[config.mk]
export PLATFORM = sky130hd
export DESIGN_NAME = btb_flat
export DESIGN_NICKNAME = d
export VERILOG_FILES = /design/src/rtl/btb_pkg.sv /design/src/rtl/btb_if.sv /design/src/rtl/btb_sat_ctr.sv /design/src/rtl/btb.sv /design/src/flat_wrapper.sv
export SDC_FILE = /design/constraint.sdc
export NUM_CORES = 2
export LEC_CHECK = 0
export BUFFER_PORTS_ARGS = -buffer_cell sky130_fd_sc_hd__buf_2
export CAP_MARGIN = 20
export CORE_MARGIN = 2
export CORE_UTILIZATION = 40
export DETAILED_ROUTE_END_ITERATION = 7
export GPL_ROUTABILITY_DRIVEN = 0
export PLACE_DENSITY_LB_ADDON = 0.12
export SLEW_MARGIN = 10
export SYNTH_ARGS = -nofsm -noshare
export SYNTH_HDL_FRONTEND = slang
export SYNTH_SLANG_ARGS = --single-unit
export TNS_END_PERCENT = 1
[constraint.sdc]
create_clock -name clk -period 5.8 [get_ports clk]
set_input_delay 0.58 -clock clk [delete_from_list [all_inputs] [get_ports clk]]
set_output_delay 0.58 -clock clk [all_outputs]
set_load 0.02 [all_outputs]
[src/rtl/btb_pkg.sv]
// Branch target buffer shared definitions: geometry and 2-bit counter encodings.
// Build switch: define BTB_STATS_EN to add lookup/hit/mispredict counters.
package btb_pkg;

    localparam int BTB_ENTRIES = 64;
    localparam int BTB_INDEX_W = 6;
    localparam int BTB_TAG_W   = 8;

    // PC bit positions of the index and tag fields.
    localparam int BTB_IDX_HI = BTB_INDEX_W + 1;
    localparam int BTB_TAG_LO = BTB_INDEX_W + 2;
    localparam int BTB_TAG_HI = BTB_INDEX_W + BTB_TAG_W + 1;

    typedef enum logic [1:0] {
        SNT = 2'b00,
        WNT = 2'b01,
        WT  = 2'b10,
        ST  = 2'b11
    } ctr_e;

endpackage

[src/rtl/btb_if.sv]
// BTB port bundle: IF lookup, ID install and EX training.
// Stats outputs exist only when BTB_STATS_EN is defined.
interface btb_if;

    logic        if_re_i;
    logic [31:0] if_pc_i;
    logic        pred_taken_o;
    logic [31:0] pred_target_o;
    logic        b_we_i;
    logic [31:0] b_waddr_i;
    logic [31:0] b_wtarget_i;
    logic        upd_we_i;
    logic [31:0] upd_pc_i;
    logic        upd_taken_i;
    logic        upd_mispredict_i;
`ifdef BTB_STATS_EN
    logic [31:0] stat_lookup_o;
    logic [31:0] stat_hit_o;
    logic [31:0] stat_mispred_o;
`endif

    modport master (
        output if_re_i, if_pc_i,
        output b_we_i, b_waddr_i, b_wtarget_i,
        output upd_we_i, upd_pc_i, upd_taken_i, upd_mispredict_i,
        input  pred_taken_o, pred_target_o
`ifdef BTB_STATS_EN
        , input stat_lookup_o, stat_hit_o, stat_mispred_o
`endif
    );

    modport slave (
        input  if_re_i, if_pc_i,
        input  b_we_i, b_waddr_i, b_wtarget_i,
        input  upd_we_i, upd_pc_i, upd_taken_i, upd_mispredict_i,
        output pred_taken_o, pred_target_o
`ifdef BTB_STATS_EN
        , output stat_lookup_o, stat_hit_o, stat_mispred_o
`endif
    );

endinterface

[src/rtl/btb_sat_ctr.sv]
// 2-bit saturating counter next-state.
module btb_sat_ctr
    import btb_pkg::*;
(
    input  ctr_e ctr_i,
    input  logic taken_i,
    output ctr_e ctr_o
);

    always_comb begin
        ctr_o = ctr_i;
        unique case (ctr_i)
            SNT: ctr_o = taken_i ? WNT : SNT;
            WNT: ctr_o = taken_i ? WT  : SNT;
            WT:  ctr_o = taken_i ? ST  : WNT;
            ST:  ctr_o = taken_i ? ST  : WT;
        endcase
    end

endmodule

[src/rtl/btb.sv]
// Direct-mapped tagged branch target buffer with 2-bit direction counters.
// Define BTB_STATS_EN to add the lookup/hit/mispredict statistics counters.
module btb
    import btb_pkg::*;
(
    input logic  clk,
    input logic  rst,
    input logic  rdy,
    btb_if.slave bus
);

    logic [BTB_ENTRIES-1:0] valid_q;
    logic [BTB_TAG_W-1:0]   tag_q [BTB_ENTRIES];
    logic [31:0]            tgt_q [BTB_ENTRIES];
    ctr_e                   ctr_q [BTB_ENTRIES];

    logic [BTB_INDEX_W-1:0] r_idx, w_idx, u_idx;
    logic [BTB_TAG_W-1:0]   r_tag, w_tag, u_tag;
    logic                   hit, w_hit, u_hit, u_drop;
    ctr_e                   u_next;

    assign r_idx = bus.if_pc_i[BTB_IDX_HI:2];
    assign w_idx = bus.b_waddr_i[BTB_IDX_HI:2];
    assign u_idx = bus.upd_pc_i[BTB_IDX_HI:2];
    assign r_tag = bus.if_pc_i[BTB_TAG_HI:BTB_TAG_LO];
    assign w_tag = bus.b_waddr_i[BTB_TAG_HI:BTB_TAG_LO];
    assign u_tag = bus.upd_pc_i[BTB_TAG_HI:BTB_TAG_LO];

    assign hit   = valid_q[r_idx] && (tag_q[r_idx] == r_tag);
    assign w_hit = valid_q[w_idx] && (tag_q[w_idx] == w_tag);
    assign u_hit = valid_q[u_idx] && (tag_q[u_idx] == u_tag);

    assign bus.pred_taken_o  = hit && ctr_q[r_idx][1];
    assign bus.pred_target_o = bus.pred_taken_o ? tgt_q[r_idx]
                                                : bus.if_pc_i + 32'd4;

    // A fresh allocation on the trained slot wins over the train.
    assign u_drop = bus.b_we_i && !w_hit && (w_idx == u_idx);

    btb_sat_ctr u_sat (
        .ctr_i   (ctr_q[u_idx]),
        .taken_i (bus.upd_taken_i),
        .ctr_o   (u_next)
    );

    always_ff @(posedge clk) begin
        if (rst) begin
            valid_q <= '0;
            for (int i = 0; i < BTB_ENTRIES; i++) begin
                ctr_q[i] <= WNT;
            end
        end else if (rdy) begin
            if (bus.b_we_i) begin
                valid_q[w_idx] <= 1'b1;
                tag_q[w_idx]   <= w_tag;
                tgt_q[w_idx]   <= bus.b_wtarget_i;
                if (!w_hit) begin
                    ctr_q[w_idx] <= WT;
                end
            end
            if (bus.upd_we_i && u_hit && !u_drop) begin
                ctr_q[u_idx] <= u_next;
            end
        end
    end

`ifdef BTB_STATS_EN
    logic [31:0] n_look, n_hit, n_misp;

    always_ff @(posedge clk) begin
        if (rst) begin
            n_look <= '0;
            n_hit  <= '0;
            n_misp <= '0;
        end else if (rdy) begin
            if (bus.if_re_i) begin
                n_look <= n_look + 32'd1;
            end
            if (bus.if_re_i && hit) begin
                n_hit <= n_hit + 32'd1;
            end
            if (bus.upd_we_i && bus.upd_mispredict_i) begin
                n_misp <= n_misp + 32'd1;
            end
        end
    end

    assign bus.stat_lookup_o  = n_look;
    assign bus.stat_hit_o     = n_hit;
    assign bus.stat_mispred_o = n_misp;
`else
    logic unused_stats;
    assign unused_stats = bus.if_re_i ^ bus.upd_mispredict_i;
`endif

    logic unused_pc;
    assign unused_pc = ^{bus.b_waddr_i[31:BTB_TAG_HI+1],
                         bus.b_waddr_i[1:0],
                         bus.upd_pc_i[31:BTB_TAG_HI+1],
                         bus.upd_pc_i[1:0]};

endmodule

[src/flat_wrapper.sv]
// flat-port wrapper written by rule: the top's interface ports become plain ports
module btb_flat import btb_pkg::*;
  (clk, rst, rdy, bus_if_re_i, bus_if_pc_i, bus_b_we_i, bus_b_waddr_i, bus_b_wtarget_i, bus_upd_we_i, bus_upd_pc_i, bus_upd_taken_i, bus_upd_mispredict_i, bus_pred_taken_o, bus_pred_target_o);
  btb_if bus_i ();
  input logic clk;
  input logic rst;
  input logic rdy;
  input wire logic [$bits(bus_i.if_re_i)-1:0] bus_if_re_i;
  input wire logic [$bits(bus_i.if_pc_i)-1:0] bus_if_pc_i;
  input wire logic [$bits(bus_i.b_we_i)-1:0] bus_b_we_i;
  input wire logic [$bits(bus_i.b_waddr_i)-1:0] bus_b_waddr_i;
  input wire logic [$bits(bus_i.b_wtarget_i)-1:0] bus_b_wtarget_i;
  input wire logic [$bits(bus_i.upd_we_i)-1:0] bus_upd_we_i;
  input wire logic [$bits(bus_i.upd_pc_i)-1:0] bus_upd_pc_i;
  input wire logic [$bits(bus_i.upd_taken_i)-1:0] bus_upd_taken_i;
  input wire logic [$bits(bus_i.upd_mispredict_i)-1:0] bus_upd_mispredict_i;
  output wire logic [$bits(bus_i.pred_taken_o)-1:0] bus_pred_taken_o;
  output wire logic [$bits(bus_i.pred_target_o)-1:0] bus_pred_target_o;
  assign bus_i.if_re_i = bus_if_re_i;
  assign bus_i.if_pc_i = bus_if_pc_i;
  assign bus_i.b_we_i = bus_b_we_i;
  assign bus_i.b_waddr_i = bus_b_waddr_i;
  assign bus_i.b_wtarget_i = bus_b_wtarget_i;
  assign bus_i.upd_we_i = bus_upd_we_i;
  assign bus_i.upd_pc_i = bus_upd_pc_i;
  assign bus_i.upd_taken_i = bus_upd_taken_i;
  assign bus_i.upd_mispredict_i = bus_upd_mispredict_i;
  assign bus_pred_taken_o = bus_i.pred_taken_o;
  assign bus_pred_target_o = bus_i.pred_target_o;
  btb u_core (.clk(clk), .rst(rst), .rdy(rdy), .bus(bus_i));
endmodule
* Yosys cells after proc, flatten, opt, wreduce, memory -nomap -nowiden
Memory sizes are Yosys's and may differ from the RTL's. Index checks and enable logic that the tools add are counted. Widths: inputs -> output; s select.
Storage, ports and cells: memories 3, logic and storage cells 67, memory bits (writable) 2688, flip-flop bits (word level) 64, input port bits 136
Cells by class: order comparisons 4, eq/ne operators 7, mux-type cells 35, add/subtract/negate cells 1, reduce and logical (&&, ||, !) cells 15, bitwise logic cells 1
Memories:
- u_core.tgt_q | words 64, bits a word 32, read ports 1, clocked after memory_dff 0, write ports 1, line btb.sv:14 | logic [31:0] tgt_q [BTB_ENTRIES];
- u_core.tag_q | words 64, bits a word 8, read ports 3, clocked after memory_dff 0, write ports 1, line btb.sv:13 | logic [BTB_TAG_W-1:0] tag_q [BTB_ENTRIES];
- u_core.ctr_q | words 64, bits a word 2, read ports 2, clocked after memory_dff 0, write ports 64, line btb.sv:15 | ctr_e ctr_q [BTB_ENTRIES];
Operators with widths (number):
- $or 64x64->64 | 1
- $add 32x3->32 const B | 1
- $mux 32 | 1
- $eq 8x8->1 | 3
- $mux 1 | 23
- $lt 6x7->1 const B | 3
- $bmux 1 s6 | 3
- $mux 6 | 2
- $logic_and 1x1->1 | 9
- $mux 2 | 4
- $pmux 2 s4 | 1
- $demux 1 s6 | 1
- $eq 6x6->1 | 1
- $ge 6x1->1 const B | 1
- $eq 2x2->1 const B | 2
- $reduce_or 2->1 | 2
- $eq 2x1->1 const B | 1
- $logic_not 1->1 | 2
- $logic_not 2->1 | 1
- $reduce_and 2->1 | 1

* Depth between registers and ports, before layout
depth after elaboration 14, depth in mapped cells 17, mapped depth without buffers 10

* Hierarchy
From an unflattened synthesis, not the netlist that was laid out.
Unflattened totals: cell total of the unflattened synthesis 5868, area total of the unflattened synthesis 117900.6 um^2
By module, submodules not included:
- btb | area each 117874.3 um^2, sequential area each 81998.6 um^2, cells an instance 5865, instances 1
- btb_sat_ctr | area each 26.3 um^2, sequential area each 0.0 um^2, cells an instance 3, instances 1

* Worst setup path before layout
No wires, ideal clock.
kind input -> output, start point input port bus_if_pc_i[2], end point output port bus_pred_target_o[10], buffers on the path 7, slack 1.179 ns, required time 5.220 ns, arrival 4.041 ns, stages 12, path through buf_2 > buf_6 > buf_4 > buf_4 > buf_4 > buf_2 > buf_1 > mux4_2 > mux4_2 > mux4_2 > nand2_1 > o21ai_0
On the way: cells in the longest elaborated chain, start to end 5
RTL lines:
- start: declaration | line flat_wrapper.sv:9 | input wire logic [$bits(bus_i.if_pc_i)-1:0] bus_if_pc_i;
- $mem_v2 64x8 or $bmux 1 s6 (tied branches)
- $eq 8x8->1 or $mux 1 (tied branches) | line btb.sv:29 | assign hit = valid_q[r_idx] && (tag_q[r_idx] == r_tag);
- $logic_and 1x1->1 | line btb.sv:29
- $logic_and 1x1->1 | line btb.sv:33 | assign bus.pred_taken_o = hit && ctr_q[r_idx][1];
- $mux 32 * | line btb.sv:34 | assign bus.pred_target_o = bus.pred_taken_o ? tgt_q[r_idx]
- end: declaration | line flat_wrapper.sv:18 | output wire logic [$bits(bus_i.pred_target_o)-1:0] bus_pred_target_o;
Every way passes the cells marked *; elsewhere a longest branch is shown, timed or not. The select of a mux whose other input is x is not followed.

==> summary.md <==
| Metric | Value |
|---|---|
| Vias/cell | 6.58 |
| Rel. slew slack | 12.3% |
| Placed Cells | 10016 |
| GRT Residual Overflow | 0 |
| RSZ-0062 raised after global routing | false |
| DR iter-0 viols | about 11000 |
| WS Path Type | reg -> out |
| Startpoint types | flip-flop |
| Final #Nets | approximately 6500 |
| CP max stage delay | 0.59 ns |
| P_leak | around 43 nW |
| Count of input and output buffers | 130 |
| Worst hold path class | in -> reg |
| Netlist cell types | 80 |
| Sequential cell area | slightly above 80000 sq um |
| Core ar. | 294000 sq um |
| Global-route wire length before repair | just under 600000 um |
| Total iterations of the first detailed-routing run | 8 |
| Synth top area share | 68.3% |
| Finished Core Util | around 47% |
| Hpwl dp | 253000 um |
| Outcome | completed |
| Final instance area | 137000 sq um |
| Vias | 69713 |
| Setup-failing EPs final | 0 |
| Slew Viols, Final | 0 |
| Largest net degree at the start of global routing | around 120 |
| Critical Path RT | around 5.2 ns |
| Total Power | 44.1 mW |
| Max cap viols | 0 |
| I/O pin count | 169 |
| Setup TNS | 0 ns |
| Final Hold Slack | 0.0533 ns |
| Crit share post-route | 98.5% |
| Post-route DRC | 0 |
| Clk slew on worst S/H paths | 0.06 ns |
| CTS root buf | clkbuf_16 |
| TritonCTS clock tree | built |
| Skew final | ~0.039 ns |
| Final hold violation count | 0 |
| Mapped Nets | 6108 |
| CP arrival | 5.13 ns |
| Number of global-route vias before repair | 68275 |
| Filler Cell Count | 24535 |
| Initial antenna violation count | 33 |
| Top area cells in the synthesized netlist | edfxtp_1 (68%), mux4_2 (18%), mux2i_1 (1.1%) |
| Gate Count Post-Synth | 5971 |
| Critical-path cell list | mux4_2 > mux4_2 > mux2i_1 > a21oi_2 > xor2_1 > or4_1 > nor4_4 > buf_6 > buf_12 > mux2i_1 > buf_2 |
| Die width | 548 um |
| Initial Utilization | 40.2% |
| Die area | 300000 sq um |
| FP Rows | 199 |
| Power per cell area | 323 nW/um^2 |
| Pin slew with the least headroom to its limit | 1.31 ns |
| Minimum clock period | 5.71 ns |
| ANT nets after route | 0 |
| Ys flop type | edfxtp_1 |
| Layout cells sized above 1 | 32.7% |
| Placed Area | about 130000 sq um |
| #FFs+latches synth | approximately 2800 |
| Synth async-reset ratio | 0% |
| Critical Path Fanout Max | 9 |
| Worst-skew pair later-pin latency | around 0.94 ns |
| CP max stage cell | or4_1 |
| Clock sinks | 2752 |
| Seq/Total Area, Yosys | 69.4% |
| Number of enable flip-flop cells after synthesis | 2688 |
| Area grow syn2layout | 15.7% |
| Die height | 548 um |
| Routed wire length | between 400000 and 500000 um |
| CTS Buffer Depth | 4 |
| Routed WL per cell | 41.2 um |
| Final non-filler cell total | 10590 |
| Placement Setup Slack | 0.244 ns |
| Area of the multi-input gates | ~35000 sq um |
| CTS Buf Count | 303 |
| Maximum VDD drop | roughly 230 uV |
| Final WS setup | slightly below 0.09 ns |
| Syn Area/Cell | just under 20 sq um |
| H-tree levels | 5 |
| Max Clock Freq | 175 MHz |
| Cell accounting for the most synthesized area | edfxtp_1 |
| GRT Overall Usage | 28.7% |
| Yosys Warn Count | 0 |
| CP Capture Type | output port |
| Mapped Area | 118000 sq um |
==> layer usage <==
| metal | vias up | part of all wire, % | global-route usage [%] |
|---|---|---|---|
| li1 | 26629 | - | - |
| met1 | 37625 | 40 | 39.6 |
| met2 | 4426 | 45 | 43.1 |
| met3 | 1011 | 10 | 7.00 |
| met4 | 22 | 5.4 | 13.4 |
| met5 | - | 0.034 | 0 |
==> flip-flops by register name, summed over array words and instances, names as in the netlist <==
name / count
u_core.tag_q: 512
u_core.valid_q: 64
u_core.ctr_q: 128
u_core.tgt_q: 2048
==> timing repair <==
item / in CTS / in global routing
setup endpoints to repair: 3 / 4
gates cloned: 0 / 0
setup buffers: 0 / 0
hold buffers: 0 / 0
pin swaps: 1 / 0
resized for setup: 0 / 2
endpoints found under the hold margin: 0 / 0
==> placed cells by master, fill, tap and decap left out, types with 14 or more instances in the layout <==
| master | count |
|---|---|
| a211oi_1 | 14 |
| a21o_1 | 62 |
| a21oi_1 | 134 |
| a221o_1 | 50 |
| a221oi_1 | 114 |
| a22o_1 | 22 |
| a22oi_1 | 98 |
| a31oi_1 | 30 |
| and2_1 | 29 |
| buf_12 | 102 |
| buf_2 | 118 |
| buf_4 | 357 |
| bufinv_16 | 27 |
| clkbuf_1 | 63 |
| clkbuf_16 | 307 |
| clkinv_1 | 63 |
| clkinv_2 | 42 |
| clkinvlp_4 | 16 |
| dfxtp_1 | 64 |
| diode_2 | 22 |
| edfxtp_1 | 2688 |
| mux2_2 | 91 |
| mux2i_1 | 132 |
| mux4_2 | 954 |
| nand2_1 | 240 |
| nand3_1 | 54 |
| nor2_1 | 58 |
| nor2_4 | 65 |
| o21ai_0 | 82 |
| o22ai_1 | 76 |
| o31a_1 | 48 |
| o31ai_1 | 118 |
| xnor2_1 | 16 |
| xor2_1 | 38 |
==> synthesized netlist by cell type, types with 30 or more instances <==
library cell and n:
a221oi_1 114, nor2_1 126, o31a_1 48, buf_4 45
o22ai_1 76, a21oi_1 136, a221o_1 50, edfxtp_1 2688
and2_1 30, mux4_2 954, nand3_1 54, o31ai_1 118
dfxtp_1 64, buf_2 108, o21ai_0 82, xor2_1 38
a22oi_1 98, clkbuf_1 211, a21o_1 62, buf_1 66
mux2i_1 132, mux2_2 91, a31oi_1 30, nand2_1 240
==> worst max-delay path, delay by kind of cell, from the launching register on <==
kind / cells / cell delay [ns]
muxes: 4 / 1.73
and+or+nand+nor: 2 / 0.92
buffers and inverters: 3 / 0.66
DFF: 1 / 0.41
xor gates and xnor gates: 1 / 0.24
AOI/OAI and AO/OA: 1 / 0.21
==> logic make-up after synthesis <==
kind of cell / after synthesis / synth area share, %
AOI/OAI and AO/OA: 936 / 5.76
buffers and inverters: 471 / 1.92
DFF: 2752 / 69.4
muxes: 1180 / 20.2
adders and majority gates: 3 / 0.0275
xor gates and xnor gates: 55 / 0.407
and+or+nand+nor: 574 / 2.34
==> area by class of cell <==
cell class	instances	area share (%)
Clock buffer	370	5.79
Inverter	15	0.0412
Multi-Input combinational cell	2748	25.2
Antenna cell	22	0.0403
Tap cell	3919	3.59
Timing Repair Buffer	592	4.04
Clock inverter	172	1.31
Sequential cell	2752	60.0
==> final timing paths <==
| check | from | end | slack (ns) | cells after the start |
|---|---|---|---|---|
| min reg2reg | u_core.valid_q[43]$_SDFFE_PP0P_ | u_core.valid_q[43]$_SDFFE_PP0P_ | 0.50 | 1 |
| min | bus_b_wtarget_i[10] | u_core.tgt_q[41][10]$_DFFE_PP_ | 0.05 | 1 |
| max reg2reg | u_core.tag_q[50][4]$_DFFE_PP_ | u_core.ctr_q[48][0]$_DFFE_PP_ | 1.32 | 10 |
| max | u_core.tag_q[63][1]$_DFFE_PP_ | bus_pred_target_o[2] | 0.09 | 11 |
==> where the power goes <==
part	switching, mW	internal, mW	leakage (nW)
clock network	8.13	11.0	4.68
registers	0.0438	21.9	24.8
logic	1.90	1.16	13.8
(Power assumes the default switching activity.)
